`src/rtl/fifo_arb_pkg.sv`:
```
// Shared types and width helpers for the fifo write-port arbiter.
// Latency: none (declarations only).
// Backpressure: not applicable.
package fifo_arb_pkg;

   // Arbiter state: IDLE picks the next owner, GRANT forwards the owner's stream.
   typedef enum logic {
      IDLE  = 1'b0,
      GRANT = 1'b1
   } arb_state_t;

   // Default build point for the arbiter.
   localparam int DEF_NUM_REQ    = 4;
   localparam int DEF_DATA_WIDTH = 8;
   localparam int DEF_MAX_BURST  = 4;

   // Width of an owner index; a single-requester build still needs one bit.
   function automatic int id_width(input int num_req);
      return (num_req > 1) ? $clog2(num_req) : 1;
   endfunction

   // Burst counter width; holds 0 .. MAX_BURST-1 with headroom.
   function automatic int cnt_width(input int max_burst);
      return $clog2(max_burst) + 1;
   endfunction

endpackage

```
`src/rtl/rr_pick.sv`:
```
// Rotating-priority pick: first set bit of req scanning last+1, last+2, ... mod N.
// Latency: purely combinational.
// Backpressure: none; caller decides when the pick is consumed.
// Ports: req (request vector), last (previous winner, lowest priority),
//        pick_valid (any request set), pick_id (winning index).
module rr_pick #(
   parameter int N    = 4,
   parameter int ID_W = 2
) (
   input  logic [N-1:0]    req,
   input  logic [ID_W-1:0] last,
   output logic            pick_valid,
   output logic [ID_W-1:0] pick_id
);

   logic [ID_W-1:0] cand;

   always_comb begin
      pick_valid = 1'b0;
      pick_id    = '0;
      cand       = '0;
      // Offset 1 first so 'last' itself is only reached after everyone else.
      for (int i = 1; i <= N; i++) begin
         cand = ID_W'((int'(last) + i) % N);
         if (!pick_valid && req[cand]) begin
            pick_valid = 1'b1;
            pick_id    = cand;
         end
      end
   end

endmodule

```
`src/rtl/fifo_wr_arbiter.sv`:
```
// Round-robin arbiter sharing one fifo write port among NUM_REQ valid/ready producers.
// Latency: 1 cycle valid-to-grant; one IDLE bubble after every release.
// Backpressure: fifo_wr_ready low holds grant and burst count, all req_ready low.
// Ports: clk/reset (sync, active-high); req_valid/req_data/req_ready per producer;
//        fifo_wr_en/fifo_wr_data/fifo_wr_ready to the fifo; grant_valid/grant_id status.
module fifo_wr_arbiter
   import fifo_arb_pkg::*;
#(
   parameter int NUM_REQ    = DEF_NUM_REQ,
   parameter int DATA_WIDTH = DEF_DATA_WIDTH,
   parameter int MAX_BURST  = DEF_MAX_BURST,
   parameter int ID_W       = id_width(NUM_REQ),
   parameter int CNT_W      = cnt_width(MAX_BURST)
) (
   input  logic                          clk,
   input  logic                          reset,
   input  logic [NUM_REQ-1:0]            req_valid,
   input  logic [NUM_REQ*DATA_WIDTH-1:0] req_data,
   output logic [NUM_REQ-1:0]            req_ready,
   output logic                          fifo_wr_en,
   output logic [DATA_WIDTH-1:0]         fifo_wr_data,
   input  logic                          fifo_wr_ready,
   output logic                          grant_valid,
   output logic [ID_W-1:0]               grant_id
);

   arb_state_t       state_q, state_d;
   logic [ID_W-1:0]  owner_q, owner_d;
   logic [ID_W-1:0]  last_owner_q, last_owner_d;
   logic [CNT_W-1:0] burst_cnt_q, burst_cnt_d;

   logic             pick_valid;
   logic [ID_W-1:0]  pick_id;

   rr_pick #(
      .N    (NUM_REQ),
      .ID_W (ID_W)
   ) u_rr_pick (
      .req        (req_valid),
      .last       (last_owner_q),
      .pick_valid (pick_valid),
      .pick_id    (pick_id)
   );

   always_comb begin
      state_d      = state_q;
      owner_d      = owner_q;
      last_owner_d = last_owner_q;
      burst_cnt_d  = burst_cnt_q;
      req_ready    = '0;
      fifo_wr_en   = 1'b0;
      fifo_wr_data = '0;
      grant_valid  = 1'b0;
      grant_id     = '0;

      case (state_q)
         IDLE: begin
            if (pick_valid) begin
               owner_d     = pick_id;
               burst_cnt_d = '0;
               state_d     = GRANT;
            end
         end
         GRANT: begin
            grant_valid        = 1'b1;
            grant_id           = owner_q;
            req_ready[owner_q] = fifo_wr_ready;
            fifo_wr_en         = req_valid[owner_q] & fifo_wr_ready;
            fifo_wr_data       = req_data[int'(owner_q)*DATA_WIDTH +: DATA_WIDTH];

            // An idle owner gives up the port at once; a full fifo alone never
            // releases it, so a stalled burst resumes where it left off.
            if (!req_valid[owner_q] ||
                (fifo_wr_en && burst_cnt_q == CNT_W'(MAX_BURST - 1))) begin
               state_d      = IDLE;
               last_owner_d = owner_q;
               burst_cnt_d  = '0;
            end else if (fifo_wr_en) begin
               burst_cnt_d = burst_cnt_q + CNT_W'(1);
            end
         end
         default: state_d = IDLE;
      endcase
   end

   always_ff @(posedge clk) begin
      if (reset) begin
         state_q      <= IDLE;
         owner_q      <= '0;
         // Highest index as 'last' gives producer 0 first priority out of reset.
         last_owner_q <= ID_W'(NUM_REQ - 1);
         burst_cnt_q  <= '0;
      end else begin
         state_q      <= state_d;
         owner_q      <= owner_d;
         last_owner_q <= last_owner_d;
         burst_cnt_q  <= burst_cnt_d;
      end
   end

endmodule
```
`config.mk`:
```
export PLATFORM = sky130hd
export DESIGN_NAME = fifo_wr_arbiter
export DESIGN_NICKNAME = d
export VERILOG_FILES = /design/src/rtl/fifo_arb_pkg.sv /design/src/rtl/rr_pick.sv /design/src/rtl/fifo_wr_arbiter.sv
export SDC_FILE = /design/constraint.sdc
export NUM_CORES = 1
export LEC_CHECK = 0
export CORE_UTILIZATION = 34
export DETAILED_ROUTE_END_ITERATION = 10
export GPL_TIMING_DRIVEN = 0
export HOLD_SLACK_MARGIN = 0.06
export PLACE_DENSITY = 0.84
export SKIP_LAST_GASP = 1
export SLEW_MARGIN = 20
export SYNTH_ARGS = -nofsm -noshare
export SYNTH_HDL_FRONTEND = slang
export SYNTH_SLANG_ARGS = --single-unit
```
`constraint.sdc`:
```
create_clock -name clk -period 1.88 [get_ports clk]
set_clock_uncertainty 0.05 [all_clocks]
set_input_delay 0.188 -clock clk [delete_from_list [all_inputs] [get_ports clk]]
set_output_delay 0.188 -clock clk [all_outputs]
set_load 0.005 [all_outputs]
```
# --- Word level (Yosys, flattened, before mapping) ---
# Index checks and enable logic that the tools add are counted.
word_totals:
  output_inout_bits: 16
  wordCells: 67
  regBits: 8
  inputBits: 39
classes:
  add_sub_neg: 5
  eq_ne: 3
  n_shift: 1
  bitwise: 3
  order_cmp: 6
  n_reduce_logical: 13
  mux: 32
ops:
  columns: ["cell", "n"]
  rows:
  - ["32-bit by 6-bit variable part select with 8-bit output", 1]
  - ["2-bit by 3-bit less-than comparator with 1-bit output, second input constant", 5]
  - ["1-bit 2-to-1 mux", 14]
  - ["1-bit binary-select mux with 2-bit select", 5]
  - ["2-bit 2-to-1 mux", 5]
  - ["3-bit 2-to-1 mux", 3]
  - ["8-bit 2-to-1 mux", 1]
  - ["3-bit case mux with 2 select lines", 1]
  - ["2-bit AND reduction", 3]
  - ["1-bit logical AND", 5]
  - ["2-bit by 1-bit adder with 2-bit output, second input constant", 2]
  - ["2-bit adder, second input constant", 2]
  - ["4-bit bitwise AND", 1]
  - ["1-bit logical NOT", 4]
  - ["4-bit 2-to-1 mux", 1]
  - ["3-bit by 1-bit adder with 3-bit output, second input constant", 1]
  - ["3-bit by 2-bit equality test with 1-bit output, second input constant", 1]
  - ["3-bit by 1-bit inequality test with 1-bit output, second input constant", 1]
  - ["1-bit demux with 2-bit select", 1]
  - ["2-bit by 1-bit greater-or-equal comparator with 1-bit output, second input constant", 1]
  - ["2-bit inequality test, second input constant", 1]
  - ["1-bit case mux with 2 select lines", 1]
  - ["1-bit bitwise AND", 1]
  - ["1-bit logical OR", 1]
  - ["1-bit NOT", 1]

# --- Longest topological paths before layout ---
# Gate-level depths: netlist of run 1.
logic_depth:
  word_depth: 15
  ltp_mapped: 6
  mapped_depth_nobuf: 6

# --- Modules after synthesis ---
# A second synthesis of run 1 with hierarchy kept.
unflattened:
  hier_cells: 92
  area_unflattened_um2: 837.1
by_module_without_submodules:
  columns: ["module", "n_inst", "cells_per_inst", "area_per_inst_um2", "seq_area_each_um2"]
  rows:
  - ["fifo_wr_arbiter", 1, 78, 745.7, 160.2]
  - ["rr_pick", 1, 14, 91.3, 0.0]

# --- Worst setup path before layout of run 1 ---
# No wires, ideal clock.
synth_path:
  kind: "register to register"
  from: "register owner_q[1]"
  to: "register burst_cnt_q[0]"
  synth_period_minus_slack_ns: 1.734
  path_stages_with_launch: 5
  arrival_time_ns: 1.626
  path_slack_ns: 0.146
  path_buffers: 0
  path_cell_list: "dfxtp_1 -> mux4_2 -> o2bb2ai_2 -> or4_1 -> nand2_1"
synth_via:
  elab_chain_len: 7
synth_lines:
  columns: ["item", "line_no", "text"]
  rows:
  - ["start: declaration", "fifo_wr_arbiter.sv:28", "logic [ID_W-1:0] owner_q, owner_d;"]
  - ["start signal: assignment", "fifo_wr_arbiter.sv:95", "owner_q <= owner_d;"]
  - ["1-bit binary-select mux with 2-bit select *", "fifo_wr_arbiter.sv:68, fifo_wr_arbiter.sv:73", null]
  - ["1-bit 2-to-1 mux (implied by the code) *", "fifo_wr_arbiter.sv:68, fifo_wr_arbiter.sv:73", null]
  - ["1-bit bitwise AND", "fifo_wr_arbiter.sv:68", "fifo_wr_en = req_valid[owner_q] & fifo_wr_ready;"]
  - ["1-bit logical AND", "fifo_wr_arbiter.sv:74", "(fifo_wr_en && burst_cnt_q == CNT_W'(MAX_BURST - 1))) begin"]
  - ["1-bit logical OR", "fifo_wr_arbiter.sv:73", "if (!req_valid[owner_q] ||"]
  - ["3-bit 2-to-1 mux / 3-bit by 1-bit inequality test with 1-bit output (equally long branches)", null, null]
  - ["3-bit case mux with 2 select lines / 2-bit AND reduction (equally long branches)", null, null]
  - ["end signal: assignment", "fifo_wr_arbiter.sv:97", "burst_cnt_q <= burst_cnt_d;"]
  - ["end: declaration", "fifo_wr_arbiter.sv:30", "logic [CNT_W-1:0] burst_cnt_q, burst_cnt_d;"]
# Mark *: on every way between the ends. The rest lies on a longest branch, timed or not. The select of a mux whose other input is x is not followed.
# A chain may end at the register's enable or synchronous reset.

# --- Worst setup path in the final report of run 1 ---
# Ends and elaborated chain as after synthesis.

==> impl_metrics.py, run 1 <==
metrics = {
    "status": {
        "outcome": "completed",
    },
    "worst_setup_path": {
        "cp-start-kind": "flop",
        "crit_arrival_ps": 2000,
        "cp_top_family": "simple AND/OR/NAND/NOR gates",
        "worst-path-buf-inv": 1,
        "critPathKind": "reg2reg",
        "cp_slowest_cell": "mux4_2",
        "crit_required_ps": 2030,
        "timing.critical_path.to_type": "flop",
        "max_stage_delay_ps": 530,
        "cp_max_fo": 6,
        "cp_cell_sequence": "mux4_2 > buf_6 > o2bb2ai_4 > or4_4 > nand2_1",
    },
    "global_routing": {
        "grt_max_degree": 11,
        "grt_usage_pct": 22.2,
        "grt_pass1_vias": 863,
        "grt_pass1_wl_um": 4090,
        "antenna_found_initial": 0,
        "overflow": 0,
    },
    "cells_and_area": {
        "n_antenna_cell": 0,
        "nets": 195,
        "layout_common_cells": "37 x clkdlybuf4s50_1, 10 x a21oi_1, 9 x mux4_2",
        "drive_above_1_share_pct": 22.4,
        "final_common_cell": "clkdlybuf4s50_1",
        "synthToLayoutAreaGrowth_pct": 92.4,
    },
    "sta": {
        "worstMarginPinSlew_ps": 392,
        "relSlewSlack_pct": 73.8,
        "setup_viol": 0,
        "fin_ws_ps": 35.1,
        "rsz0062_at_grt": "true",
        "min_period_ps": 1840,
        "fmax_mhz": 542,
        "fin_crit_sh_pct": 98.1,
        "setup_tns_ps": 0,
        "hold_slack_ps": 402,
        "drv_slew": 0,
        "finalHoldViolCount": 0,
    },
    "min_path": {
        "min_path_type": "reg2reg",
    },
    "clock_tree": {
        "root_buffer": "clkbuf_4",
        "cts_made_buffers": 3,
        "clkTransAtPathRegs_ps": 60,
        "clock_path_buffers": 2,
        "htreeDepth": 1,
        "clock-sinks": 8,
        "clk_latency_ps": 260,
        "cts_tree": "built",
    },
    "synth": {
        "syn_inst": 88,
        "postSynthAreaPerCell_sq_um": 8.56,
        "yosysUniqueCellTypes": 24,
        "netlist_area_sq_um": 753,
        "yosysWarnings": 0,
        "ys_ff_latch": 8,
        "seq_area_frac_synth_pct": 21.3,
        "mappedNetlistNets": 129,
    },
    "die": {
        "core_area_sq_um": 2020,
        "chipWidth_um": 49.1,
        "die_h_um": 49.1,
        "initial_core_util_pct": 37.3,
        "pin_count": 55,
        "dieArea_sq_um": 2410,
        "num_rows": 16,
    },
    "power": {
        "leakage_nw": 0.611,
        "power_density_nw_per_um2": 471,
        "p_total_mw": 0.682,
        "peakVddDrop_uv": 424,
    },
    "run": {
        "max_cap_viol_count": 0,
    },
    "routing": {
        "ant_nets": 0,
        "wl_met1_um": 1180,
        "drtPass1Iterations": 4,
        "route.detailed.drc": 0,
        "drt_wl_total_um": 2640,
        "wl_met3_um": 173,
        "wl_met2_um": 1250,
        "avgRoutedWirePerCell_um": 14.7,
        "vias": 922,
        "viasPerCell": 5.15,
        "topRoutingLayerUsed": "met4",
        "drt_iter0_markers": 21,
    },
    "place": {
        "portBuffers": 54,
        "pre_cts_slack_ps": -267,
        "hpwl_um": 1980,
        "place_congestion": 0.757,
    },
}
==> worst register-to-register path, stage by stage (launching register included) <==
cell and delay [ps]:
dfxtp_4 360, mux4_2 530, buf_6 150, o2bb2ai_4 130
or4_4 510, nand2_1 60
==> final cells by class <==
| type | count | area, sq um |
|---|---|---|
| multi-input cells | 68 | 569 |
| well taps | 27 | 33.8 |
| clock buffers | 3 | 22.5 |
| repair buffers | 62 | 594 |
| inverters | 7 | 26.3 |
| flip-flops and latches | 8 | 169 |
| plain buffers | 4 | 33.8 |
| fillers | 150 | 573 |
==> cells by family (layout without fill, tap and decap cells) <==
group	Yosys count	count (layout)	share of synthesized area, %
adders and majority gates	2	2	3.32
AOI/OAI and AO/OA	17	17	14.8
DFF	8	8	21.3
buffers and inverters	12	76	6.31
and+or+nand+nor	40	40	27.4
muxes	9	9	26.9
==> through the flow <==
step / std cells / util [%] / instance area (sq um)
final: 179 / 71.7 / 1450
after global routing: 179 / 71.7 / 1450
after CTS: 176 / 69.5 / 1410
after detailed placement: 169 / 65.7 / 1330
after global placement: 169 / 65.7 / 1330
after floorplan: 88 / - / 753
==> state kept, by name, summed over array words and instances, names as in the netlist <==
signal,flops
state_q,1
burst_cnt_q,3
last_owner_q,2
owner_q,2
==> where the power goes <==
part	switching [mW]	total (mW)	internal, mW
logic	0.116	0.341	0.225
registers	0.0189	0.203	0.184
clock network	0.0641	0.138	0.0735
==> synth_stat cells <==
library cell / number / area share (%)
a21boi_0: 1 / 1.0
a21oi_1: 10 / 6.6
a311oi_1: 1 / 1.2
and2_1: 9 / 7.5
buf_2: 2 / 1.3
clkbuf_1: 3 / 1.5
dfxtp_1: 8 / 21
ha_1: 2 / 3.3
inv_1: 7 / 3.5
mux4_2: 9 / 27
nand2_1: 8 / 4.0
nand2b_1: 1 / 0.83
nand3_1: 2 / 1.3
nand3b_1: 1 / 1.0
nor2_1: 8 / 4.0
nor2b_1: 3 / 2.5
nor3_1: 4 / 2.7
o21a_1: 1 / 1.0
o21ai_0: 1 / 0.66
o2bb2ai_1: 1 / 1.2
o2bb2ai_2: 1 / 2.0
o31a_1: 1 / 1.2
or3_1: 2 / 1.7
or4_1: 2 / 2.0
==> path summary, 6_finish.rpt <==
check,from,endpoint,slack [ps],cells past startpoint
worst min register to register,burst_cnt_q[2]$_SDFFE_PP0P_,burst_cnt_q[2]$_SDFFE_PP0P_,400,2
worst min-delay path,burst_cnt_q[2]$_SDFFE_PP0P_,burst_cnt_q[2]$_SDFFE_PP0P_,400,2
worst max register to register,owner_q[1]$_SDFFE_PP0P_,burst_cnt_q[0]$_SDFFE_PP0P_,40,5
worst max-delay path,owner_q[1]$_SDFFE_PP0P_,burst_cnt_q[0]$_SDFFE_PP0P_,40,5
==> metal layers <==
metal	GRT usage, %	vias up
met2	38.6	48
met5	0	-
li1	-	447
met4	7.35	0
met1	26.7	422
met3	4.98	5
==> timing repair <==
action,4_1_cts,5_1_grt
hold buffers,0,0
gates resized for setup,32,18
gates cloned,0,0
endpoints found under the setup margin,15,14
pin swaps,2,4
buffers inserted,4,4
No activity file was read; power rests on OpenSTA's default activity.
==> run 2, diff against run 1 <==
CORE_UTILIZATION = 35   (was 34)
CTS_BUF_LIST = sky130_fd_sc_hd__clkbuf_8   (was default)
PLACE_DENSITY = 0.86   (was 0.84)
==> impl_metrics.py, run 2 (same netlist as run 1, synthesis figures left out) <==
metrics = {
    "status": {
        "outcome": "completed",
    },
    "cells_and_area": {
        "fin_area_sq_um": 1510,
        "reg_top3": "burst_cnt_q x3, last_owner_q x2, owner_q x2",
        "final_common_cell": "clkdlybuf4s50_1",
        "fin_util_pct": 75.3,
        "n_antenna_cell": 0,
        "fillers": 130,
        "multi_input_area_sq_um": 577,
        "regMostFlops": "burst_cnt_q",
        "nets": 198,
        "synthToLayoutAreaGrowth_pct": 100,
        "drive_above_1_share_pct": 24.5,
        "seq_area_sq_um": 169,
        "largest_reg_flops": 3,
        "layout_common_cells": "37 x clkdlybuf4s50_1, 11 x dlygate4sd2_1, 9 x mux4_2, 9 x a21oi_1",
    },
    "sta": {
        "drv_slew": 0,
        "setup_viol": 0,
        "worstMarginPinSlew_ps": 417,
        "fin_ws_ps": 0.869,
        "hold_slack_ps": 414,
        "min_period_ps": 1880,
        "fin_crit_sh_pct": 100,
        "rsz0062_at_grt": "true",
        "finalHoldViolCount": 0,
        "fmax_mhz": 532,
        "relSlewSlack_pct": 72.2,
    },
    "global_routing": {
        "grt_usage_pct": 25.2,
        "grt_max_degree": 11,
        "grt_pass1_vias": 960,
        "grt_pass1_wl_um": 4560,
        "overflow": 0,
        "antenna_found_initial": 0,
    },
    "die": {
        "num_rows": 16,
        "dieArea_sq_um": 2340,
        "initial_core_util_pct": 37.6,
        "pin_count": 55,
        "die_h_um": 48.4,
        "chipWidth_um": 48.4,
        "core_area_sq_um": 2000,
    },
    "clock_tree": {
        "clock_path_buffers": 2,
        "htreeDepth": 1,
        "clk_latency_ps": 230,
        "clkTransAtPathRegs_ps": 40,
        "clock-sinks": 8,
        "cts_tree": "built",
        "root_buffer": "clkbuf_8",
        "cts_made_buffers": 3,
    },
    "worst_setup_path": {
        "timing.critical_path.to_type": "output port",
        "cp_max_fo": 4,
        "ff2ff_setup_slack_ps": 40,
        "critPathKind": "reg2out",
        "cp-start-kind": "flop",
        "crit_required_ps": 1640,
        "crit_arrival_ps": 1640,
    },
    "place": {
        "hpwl_um": 1920,
        "place_congestion": 0.784,
        "portBuffers": 54,
        "pre_cts_slack_ps": -261,
        "dpl_cell_area_sq_um": 1330,
    },
    "routing": {
        "viasPerCell": 5.27,
        "avgRoutedWirePerCell_um": 16.4,
        "route.detailed.drc": 0,
        "ant_nets": 0,
        "drt_wl_total_um": 2980,
        "drtPass1Iterations": 4,
        "vias": 960,
        "drt_iter0_markers": 9,
    },
    "power": {
        "power_density_nw_per_um2": 513,
        "leakage_nw": 0.662,
        "peakVddDrop_uv": 698,
    },
    "min_path": {
        "min_path_type": "reg2reg",
    },
    "run": {
        "max_cap_viol_count": 0,
    },
}
## run 2: repair_timing
action | in CTS | in global routing
cloned | 0 | 0
hold buffers | 0 | 0
setup endpoints to repair | 17 | 14
resized for setup | 31 | 15
setup buffers | 9 | 2
pin swaps | 2 | 1
## run 2: final timing paths
check / start / end / cells after the start
max: owner_q[0]$_SDFFE_PP0P_ / fifo_wr_data[5] / 4
min: burst_cnt_q[2]$_SDFFE_PP0P_ / burst_cnt_q[2]$_SDFFE_PP0P_ / 2
max reg2reg: owner_q[1]$_SDFFE_PP0P_ / burst_cnt_q[0]$_SDFFE_PP0P_ / 5
min reg2reg: burst_cnt_q[2]$_SDFFE_PP0P_ / burst_cnt_q[2]$_SDFFE_PP0P_ / 2
## run 2: layer usage
metal / GRT usage [%] / vias to the layer above / routed length (um)
met5: 0 / - / 0
met4: 7.84 / 0 / 60
met3: 4.40 / 8 / 176
met2: 45.5 / 49 / 1540
met1: 30.2 / 444 / 1210
li1: - / 459 / -
## run 2: per-stage QoR
step	TNS, ps	power [mW]	cells
2_1_floorplan	0	0.344	88
3_3_place_gp	-1750	0.493	169
3_5_place_dp	-2100	0.503	169
4_1_cts	-203	0.745	181
5_1_grt	-90.4	0.815	182
6_report	0	0.773	182
## run 2: area by class of cell
class / instances / area share [%]
plain buffers: 4 / 2.08
clock buffers: 3 / 2.74
inverters: 7 / 1.74
multi-input cells: 68 / 38.3
flip-flops and latches: 8 / 11.2
well taps: 27 / 2.24
repair buffers: 65 / 41.7
## run 2: worst max-delay path, stage by stage (launching register included)
cell           delay (ps)
dfxtp_4               370
buf_8                 110
mux4_2                490
and2_1                180
dlygate4sd2_1         250
## run 2: report_power, final
group | switching (mW) | leakage, nW | internal [mW]
Sequential | 0.0197 | 0.0671 | 0.185
Clock | 0.0645 | 0.0216 | 0.138
Combinational | 0.130 | 0.573 | 0.236
Total | 0.214 | 0.662 | 0.559
==> run 3, diff against run 2 <==
MAX_ROUTING_LAYER = met4   (was default)
==> impl_metrics.py, run 3 (same netlist as run 1, synthesis figures left out) <==
metrics = {
    "status": {
        "outcome": "finished, violations left",
        "failed_checks": "negative setup slack",
    },
    "place": {
        "dpl_cell_area_sq_um": 1330,
        "place_congestion": 0.794,
        "portBuffers": 54,
        "hpwl_um": 1920,
        "dp_cells": 169,
        "pre_cts_slack_ps": -261,
    },
    "power": {
        "p_total_mw": 0.771,
        "clkPwrFrac_pct": 26.1,
        "pwr-share-seq_pct": 26.1,
        "power_density_nw_per_um2": 511,
        "leakage_nw": 0.678,
        "p_sw_share_pct": 27.4,
        "internal-power_mw": 0.559,
        "switchingPower_mw": 0.211,
        "combPwrFrac_pct": 47.9,
        "peakVddDrop_uv": 687,
    },
    "cells_and_area": {
        "nets": 199,
        "synthToLayoutAreaGrowth_pct": 100,
        "final_common_cell": "clkdlybuf4s50_1",
        "fin_area_sq_um": 1510,
        "final_cells": 183,
        "largest_reg_flops": 3,
        "layout_common_cells": "36 x clkdlybuf4s50_1, 10 x dlygate4sd2_1, 9 x mux4_2, 9 x a21oi_1, 9 x buf_4",
        "reg_top3": "burst_cnt_q x3, last_owner_q x2, owner_q x2",
        "regMostFlops": "burst_cnt_q",
        "fillers": 130,
        "drive_above_1_share_pct": 24.4,
        "n_antenna_cell": 0,
    },
    "sta": {
        "worstMarginPinSlew_ps": 385,
        "rsz0062_at_grt": "true",
        "relSlewSlack_pct": 74.3,
        "fin_crit_sh_pct": 103,
        "drv_slew": 0,
        "fmax_mhz": 515,
        "finalHoldViolCount": 0,
        "setup_viol": 6,
        "fin_ws_ps": -60.7,
        "min_period_ps": 1940,
        "setup_tns_ps": -188,
    },
    "worst_setup_path": {
        "worst-path-buf-inv": 4,
        "cp_max_fo": 4,
        "cp_slowest_cell": "mux4_2",
        "cp_top_family": "buffers and inverters",
        "crit_required_ps": 1640,
        "timing.critical_path.to_type": "output port",
        "max_stage_delay_ps": 490,
        "crit_arrival_ps": 1700,
        "cp-start-kind": "flop",
        "critPathKind": "reg2out",
        "cp_cell_sequence": "buf_6 > buf_8 > buf_4 > mux4_2 > and2_4 > clkdlybuf4s15_1",
    },
    "die": {
        "dieArea_sq_um": 2340,
        "chipWidth_um": 48.4,
        "num_rows": 16,
        "core_area_sq_um": 2000,
        "initial_core_util_pct": 37.6,
        "pin_count": 55,
        "die_h_um": 48.4,
    },
    "clock_tree": {
        "clk_latency_ps": 220,
        "htreeDepth": 1,
        "cts.hold.buffers_added": 0,
        "root_buffer": "clkbuf_8",
        "cts_made_buffers": 3,
        "clkTransAtPathRegs_ps": 40,
        "clock-sinks": 8,
        "clock_path_buffers": 2,
        "cts_tree": "built",
    },
    "routing": {
        "avgRoutedWirePerCell_um": 16.2,
        "topRoutingLayerUsed": "met4",
        "wl_met3_um": 166,
        "vias": 973,
        "ant_nets": 0,
        "drtPass1Iterations": 4,
        "wl_met1_um": 1220,
        "route.detailed.drc": 0,
        "drt_wl_total_um": 2970,
        "wl_met2_um": 1550,
        "viasPerCell": 5.32,
        "drt_iter0_markers": 12,
    },
    "global_routing": {
        "grt_pass1_vias": 956,
        "grt_max_degree": 11,
        "overflow": 0,
        "grt_usage_pct": 26.0,
        "grt_pass1_wl_um": 4570,
        "antenna_found_initial": 0,
    },
    "run": {
        "max_cap_viol_count": 0,
    },
    "min_path": {
        "min_path_type": "reg2reg",
    },
}
run 3: cell types whose count changed in the layout (fill, tap and decap cells not counted), sizes merged:
cell,previous run,this run
clkdlybuf4s15,2,3
clkdlybuf4s50,37,36
dlygate4sd2,11,10
dlymetal6s2s,2,3
buf,12,13
run 3: tightest hold or removal path: cells and delay by family (launching register included):
family | cells | cell delay [ps]
compound gates | 1 | 50
flops | 1 | 310
simple gates | 1 | 60
run 3: what timing repair did:
| action | CTS | global route |
|---|---|---|
| setup endpoints to repair | 17 | 14 |
| pin swaps | 2 | 1 |
| gates resized for setup | 31 | 13 |
| buffers inserted | 9 | 2 |
run 3: area by class of cell:
type | instances | area, sq um | share of cell area [%]
sequential | 8 | 166 | 11.0
timing repair buffer | 65 | 624 | 41.4
inverter | 7 | 26.3 | 1.74
tap | 27 | 33.8 | 2.24
buffer | 5 | 42.5 | 2.82
multi-input combinational | 68 | 574 | 38.1
clock buffer | 3 | 41.3 | 2.74
run 3: worst paths after layout:
| path | cells after the start | start | slack (ps) | end |
|---|---|---|---|---|
| worst min register to register | 2 | burst_cnt_q[2]$_SDFFE_PP0P_ | 410 | burst_cnt_q[2]$_SDFFE_PP0P_ |
| worst max register to register | 7 | owner_q[0]$_SDFFE_PP0P_ | 40 | burst_cnt_q[0]$_SDFFE_PP0P_ |
| worst min-delay path | 2 | burst_cnt_q[2]$_SDFFE_PP0P_ | 410 | burst_cnt_q[2]$_SDFFE_PP0P_ |
| worst max-delay path | 6 | owner_q[0]$_SDFFE_PP0P_ | -60 | fifo_wr_data[6] |
run 3: power by group through the flow:
stage                     sequential (mW)  clock, mW  combinational, mW
after global routing                0.203      0.216              0.393
after detailed placement            0.201          0              0.302
after floorplan                     0.198          0              0.146
final                               0.201      0.201              0.369
after CTS                           0.200      0.205              0.339
after global placement              0.201          0              0.293
run 3: stage by stage:
stage | utilization (%) | hold slack (ps)
4_1_cts | 73.2 | 416
3_3_place_gp | 66.3 | 391
5_1_grt | 75.4 | 441
6_report | 75.4 | 414
3_5_place_dp | 66.3 | 399
2_1_floorplan | - | 305
run 3: routing by layer:
layer | global-route usage [%] | vias to the layer above
met5 | - | -
met4 | 7.84 | 0
met3 | 4.40 | 4
met2 | 45.5 | 47
met1 | 30.4 | 460
li1 | - | 462
==> edit 1 (config.mk and constraints of run 1) <==
One comparison of `burst_cnt_q` changes from == to >=.
--- a/src/rtl/fifo_wr_arbiter.sv
+++ b/src/rtl/fifo_wr_arbiter.sv
@@ -71,7 +71,7 @@
             // An idle owner gives up the port at once; a full fifo alone never
             // releases it, so a stalled burst resumes where it left off.
             if (!req_valid[owner_q] ||
-                (fifo_wr_en && burst_cnt_q == CNT_W'(MAX_BURST - 1))) begin
+                (fifo_wr_en && burst_cnt_q >= CNT_W'(MAX_BURST - 1))) begin
                state_d      = IDLE;
                last_owner_d = owner_q;
                burst_cnt_d  = '0;
Formal check against the unedited RTL: no difference found for any inputs over 4 cycles, from zero or initial values and one cycle with reset high; that may be too few to reach the edited logic, so the function may still have changed.
==> edit 1 against run 1 <==
The run now ends with setup timing left; sequential cell count did not move; die area grew 4.0%; area after synthesis rose by 4.2%; register-to-register slack improved by 0.05 ns; wire length rose by 5.3%; core utilization decreased by 5.8 points; cell area is 0.35% lower; combinational power up 4%; worst setup slack got worse by 0.055 ns; total power grew 1.1%; critical endpoint is now fifo_wr_en.
==> edit 1: results (changes against run 1) <==
vias in the first global route: 918 (was 863)
final number of setup-violating endpoints: 2 (was 0)
relative slew slack: 72.8% (was 73.8%)
Hold Worst Slack: 0.263 ns (was 0.402 ns)
number of I/O port buffers: 53 (was 54)
via total after detailed routing: 980 (was 922)
Starting DRT DRC Count: 16 (was 21)
VDD IR max: 302 uV (was 424 uV)
post-layout worst setup margin: -0.0202 ns (was 0.0351 ns)
total half-perimeter wirelength after legalization and detailed placement: 2000 um (was 1980 um)
share of cells above drive strength 1: 25.0% (was 22.4%)
global-route wire length before repair: 4320 um (was 4090 um)
DRT Wirelength: 2780 um (was 2640 um)
leak pwr: 0.000611 uW (about the same)
Synth area leaders: sky130_fd_sc_hd__mux4_2, sky130_fd_sc_hd__dfxtp_1, sky130_fd_sc_hd__and2_1, sky130_fd_sc_hd__a21oi_1, sky130_fd_sc_hd__nor2_1 (was sky130_fd_sc_hd__mux4_2, sky130_fd_sc_hd__dfxtp_1, sky130_fd_sc_hd__and2_1, sky130_fd_sc_hd__a21oi_1, sky130_fd_sc_hd__nand2_1)
path category of the worst min-delay check: in -> reg (was reg -> reg)
sum of negative setup slack: -0.0312 ns (was 0 ns)
violated checks: setup timing
Worst Path Arrival: 1.66 ns (was 2.00 ns)
cell area after placement: 1350 um^2 (was 1330 um^2)
sequential element share of the synthesized area: 20.4% (was 21.3%)
routed length per placed instance: 15.4 um (was 14.7 um)
post-synthesis cell type count: 30 (was 24)
synthesized-area fraction occupied by ao, oa, aoi and oai cells: 16.4% (was 14.8%)
multiplexer area fraction after synthesis: 28.4% (was 26.9%)
result of the run: complete, but fails checks (was finished, final reports clean)
Synth Area in Adders: 3.19% (was 3.32%)
critical path peak fanout: 3 (was 6)
routability-driven placement congestion ratio: 0.775 (was 0.757)
## edit 1: layer usage
metal  track usage, %  part of all wire [%]  routed length (um)
met4             6.67                   1.0                  29
met5                0                     0                   0
met1             25.8                    41                1140
met2             42.4                    48                1340
met3             5.25                   9.7                 270
## edit 1: area by class of cell
cell class	instances	area (um^2)	area share, %
Multi-Input combinational cell	69	591	40.9
Clock buffer	3	22.5	1.56
Buffer	5	41.3	2.86
Sequential cell	8	165	11.4
Inverter	6	22.5	1.56
Timing Repair Buffer	61	567	39.3
Tap cell	28	35.0	2.43
## edit 1: final timing paths
kind / from / to / cells past startpoint
max: owner_q[0]$_SDFFE_PP0P_ / fifo_wr_en / 4
min: reset / owner_q[1]$_SDFFE_PP0P_ / 2
max reg2reg: owner_q[0]$_SDFFE_PP0P_ / last_owner_q[1]$_SDFFE_PP1P_ / 6
min reg2reg: burst_cnt_q[1]$_SDFFE_PP0P_ / burst_cnt_q[1]$_SDFFE_PP0P_ / 2
## edit 1: worst max-delay path, cell delays in order, from the launching register on
cell                            delay (ns)
sky130_fd_sc_hd__dfxtp_4              0.36
sky130_fd_sc_hd__buf_4                0.11
sky130_fd_sc_hd__mux4_2               0.51
sky130_fd_sc_hd__nor2b_1              0.14
sky130_fd_sc_hd__dlygate4sd2_1        0.27
## edit 1: timing repair
item / 4_1_cts / 5_1_grt
pin swaps: 0 / 3
setup buffers: 10 / 2
gates resized for setup: 42 / 14
endpoints found under the setup margin: 15 / 13
## edit 1: where the power goes
group | internal (uW) | leakage (uW) | total [uW] | switching [uW]
sequential | 184 | 0.0000667 | 200 | 15.5
combinational | 226 | 0.000530 | 355 | 129
clock | 73.2 | 0.0000138 | 135 | 61.5
total | 484 | 0.000611 | 689 | 206
==> edit 2 (settings of run 1) <==
Made on the original files. `DEF_MAX_BURST`: 4 -> 8.
--- a/src/rtl/fifo_arb_pkg.sv
+++ b/src/rtl/fifo_arb_pkg.sv
@@ -12,7 +12,7 @@
    // Default build point for the arbiter.
    localparam int DEF_NUM_REQ    = 4;
    localparam int DEF_DATA_WIDTH = 8;
-   localparam int DEF_MAX_BURST  = 4;
+   localparam int DEF_MAX_BURST  = 8;
 
    // Width of an owner index; a single-requester build still needs one bit.
    function automatic int id_width(input int num_req);
Function: same outputs for any inputs over 4 cycles, from zero or initial values and one cycle with reset high; that may be too few to reach the edited logic, so the function may still have changed.
==> edit 2 against run 1 <==
The run now ends with setup timing left; worst setup slack worse by 0.047 ns; cell area is 2.7% higher; synthesized cell count is 1.1% higher; wire length is 4.4% higher; sequential cell count is 1 higher; total power is 9.9% higher; count of clock-buffer cells in the layout is 1 higher; area after synthesis is 5.0% higher; critical endpoint is now fifo_wr_data[2].
==> edit 2: results (changes against run 1) <==
cell depth of the worst hold path: 4 (was 2)
slew of the pin with the lowest slew margin: 0.696 ns (was 0.392 ns)
register cell area after layout: 191 um^2 (was 169 um^2)
met2 GRT Util: 41.3% (was 38.6%)
Syn Area/Cell: 8.88 um^2 (was 8.56 um^2)
via total after detailed routing: 1001 (was 922)
final number of setup-violating endpoints: 1 (was 0)
detailed route wirelength on metal3: 304 um (was 173 um)
post-placement setup slack: -0.441 ns (was -0.267 ns)
critical path peak fanout: 3 (was 6)
met1 Track Usage GR: 27.8% (was 26.7%)
post-layout worst setup margin: -0.0117 ns (was 0.0351 ns)
grt met3 use: 7.27% (was 4.98%)
path category of the worst min-delay check: in -> reg (was reg -> reg)
top flop regs: burst_cnt_q: 4 flops, last_owner_q: 2 flops, owner_q: 2 flops (was burst_cnt_q: 3 flops, last_owner_q: 2 flops, owner_q: 2 flops)
worst min-delay path startpoint: req_valid[2] (was burst_cnt_q[2]$_SDFFE_PP0P_)
global-route wire length before repair: 4530 um (was 4090 um)
VDD IR max: 536 uV (was 424 uV)
leak pwr: 0.000624 uW (was 0.000611 uW)
cell type group with the largest total delay on the critical path: multiplexers (was simple AND/OR/NAND/NOR gates)
violated checks: setup timing
routed length per placed instance: 15.2 um (was 14.7 um)
Synth area leaders: sky130_fd_sc_hd__mux4_2, sky130_fd_sc_hd__dfxtp_1, sky130_fd_sc_hd__and2_1, sky130_fd_sc_hd__nor2_1, sky130_fd_sc_hd__a21oi_1 (was sky130_fd_sc_hd__mux4_2, sky130_fd_sc_hd__dfxtp_1, sky130_fd_sc_hd__and2_1, sky130_fd_sc_hd__a21oi_1, sky130_fd_sc_hd__nand2_1)
internal power of the cells: 522 uW (was 483 uW)
vias per inst: 5.53 (was 5.15)
routed length on met1: 1030 um (was 1180 um)
leading cell types by count after synthesis: sky130_fd_sc_hd__and2_1, sky130_fd_sc_hd__dfxtp_1, sky130_fd_sc_hd__mux4_2, sky130_fd_sc_hd__nor2_1 (was sky130_fd_sc_hd__a21oi_1, sky130_fd_sc_hd__and2_1, sky130_fd_sc_hd__mux4_2)
result of the run: complete, but fails checks (was finished, final reports clean)
## edit 2: worst reg2reg max path, delay by kind of cell (launching register included)
| kind | cells | cell delay (ns) |
|---|---|---|
| simple gates | 1 | 0.34 |
| buf+inv | 1 | 0.15 |
| compound gates | 2 | 0.36 |
| mux | 1 | 0.54 |
| flops | 1 | 0.35 |
## edit 2: how the worst max path moves through the flow
stage	slack, ns	startpoint	depth (start not counted)	end
after global routing	-0.06	owner_q[0]$_SDFFE_PP0P_	6	fifo_wr_data[2]
after detailed placement	-0.44	owner_q[0]$_SDFFE_PP0P_	5	fifo_wr_data[1]
after global placement	-0.42	owner_q[0]$_SDFFE_PP0P_	5	fifo_wr_data[2]
final	-0.01	owner_q[0]$_SDFFE_PP0P_	6	fifo_wr_data[2]
after floorplan	0.15	owner_q[1]$_SDFFE_PP0P_	4	burst_cnt_q[3]$_SDFFE_PP0P_
after CTS	-0.10	owner_q[0]$_SDFFE_PP0P_	5	fifo_wr_data[6]
## edit 2: final cells by class
class                      instances  share of cell area, %
clock buffer                       4                   1.77
sequential                         9                   12.9
buffer                             4                   2.78
inverter                           4                   1.01
tap                               28                   2.35
multi-input combinational         70                   40.9
timing repair buffer              62                   38.4
## edit 2: cell families after synthesis
family / share of synthesized area [%]
and+or+nand+nor: 26.7
AOI/OAI and AO/OA: 14.6
muxes: 28.3
buffers and inverters: 4.90
DFF: 22.8
xor gates and xnor gates: 1.11
adders and majority gates: 1.58
## edit 2: power groups by stage
stage / Clock (uW) / Sequential, uW / Combinational, uW
global route: 179 / 225 / 392
CTS: 158 / 222 / 346
detailed placement: 0 / 220 / 329
floorplan: 0 / 217 / 161
global placement: 0 / 219 / 320
finish: 164 / 222 / 363
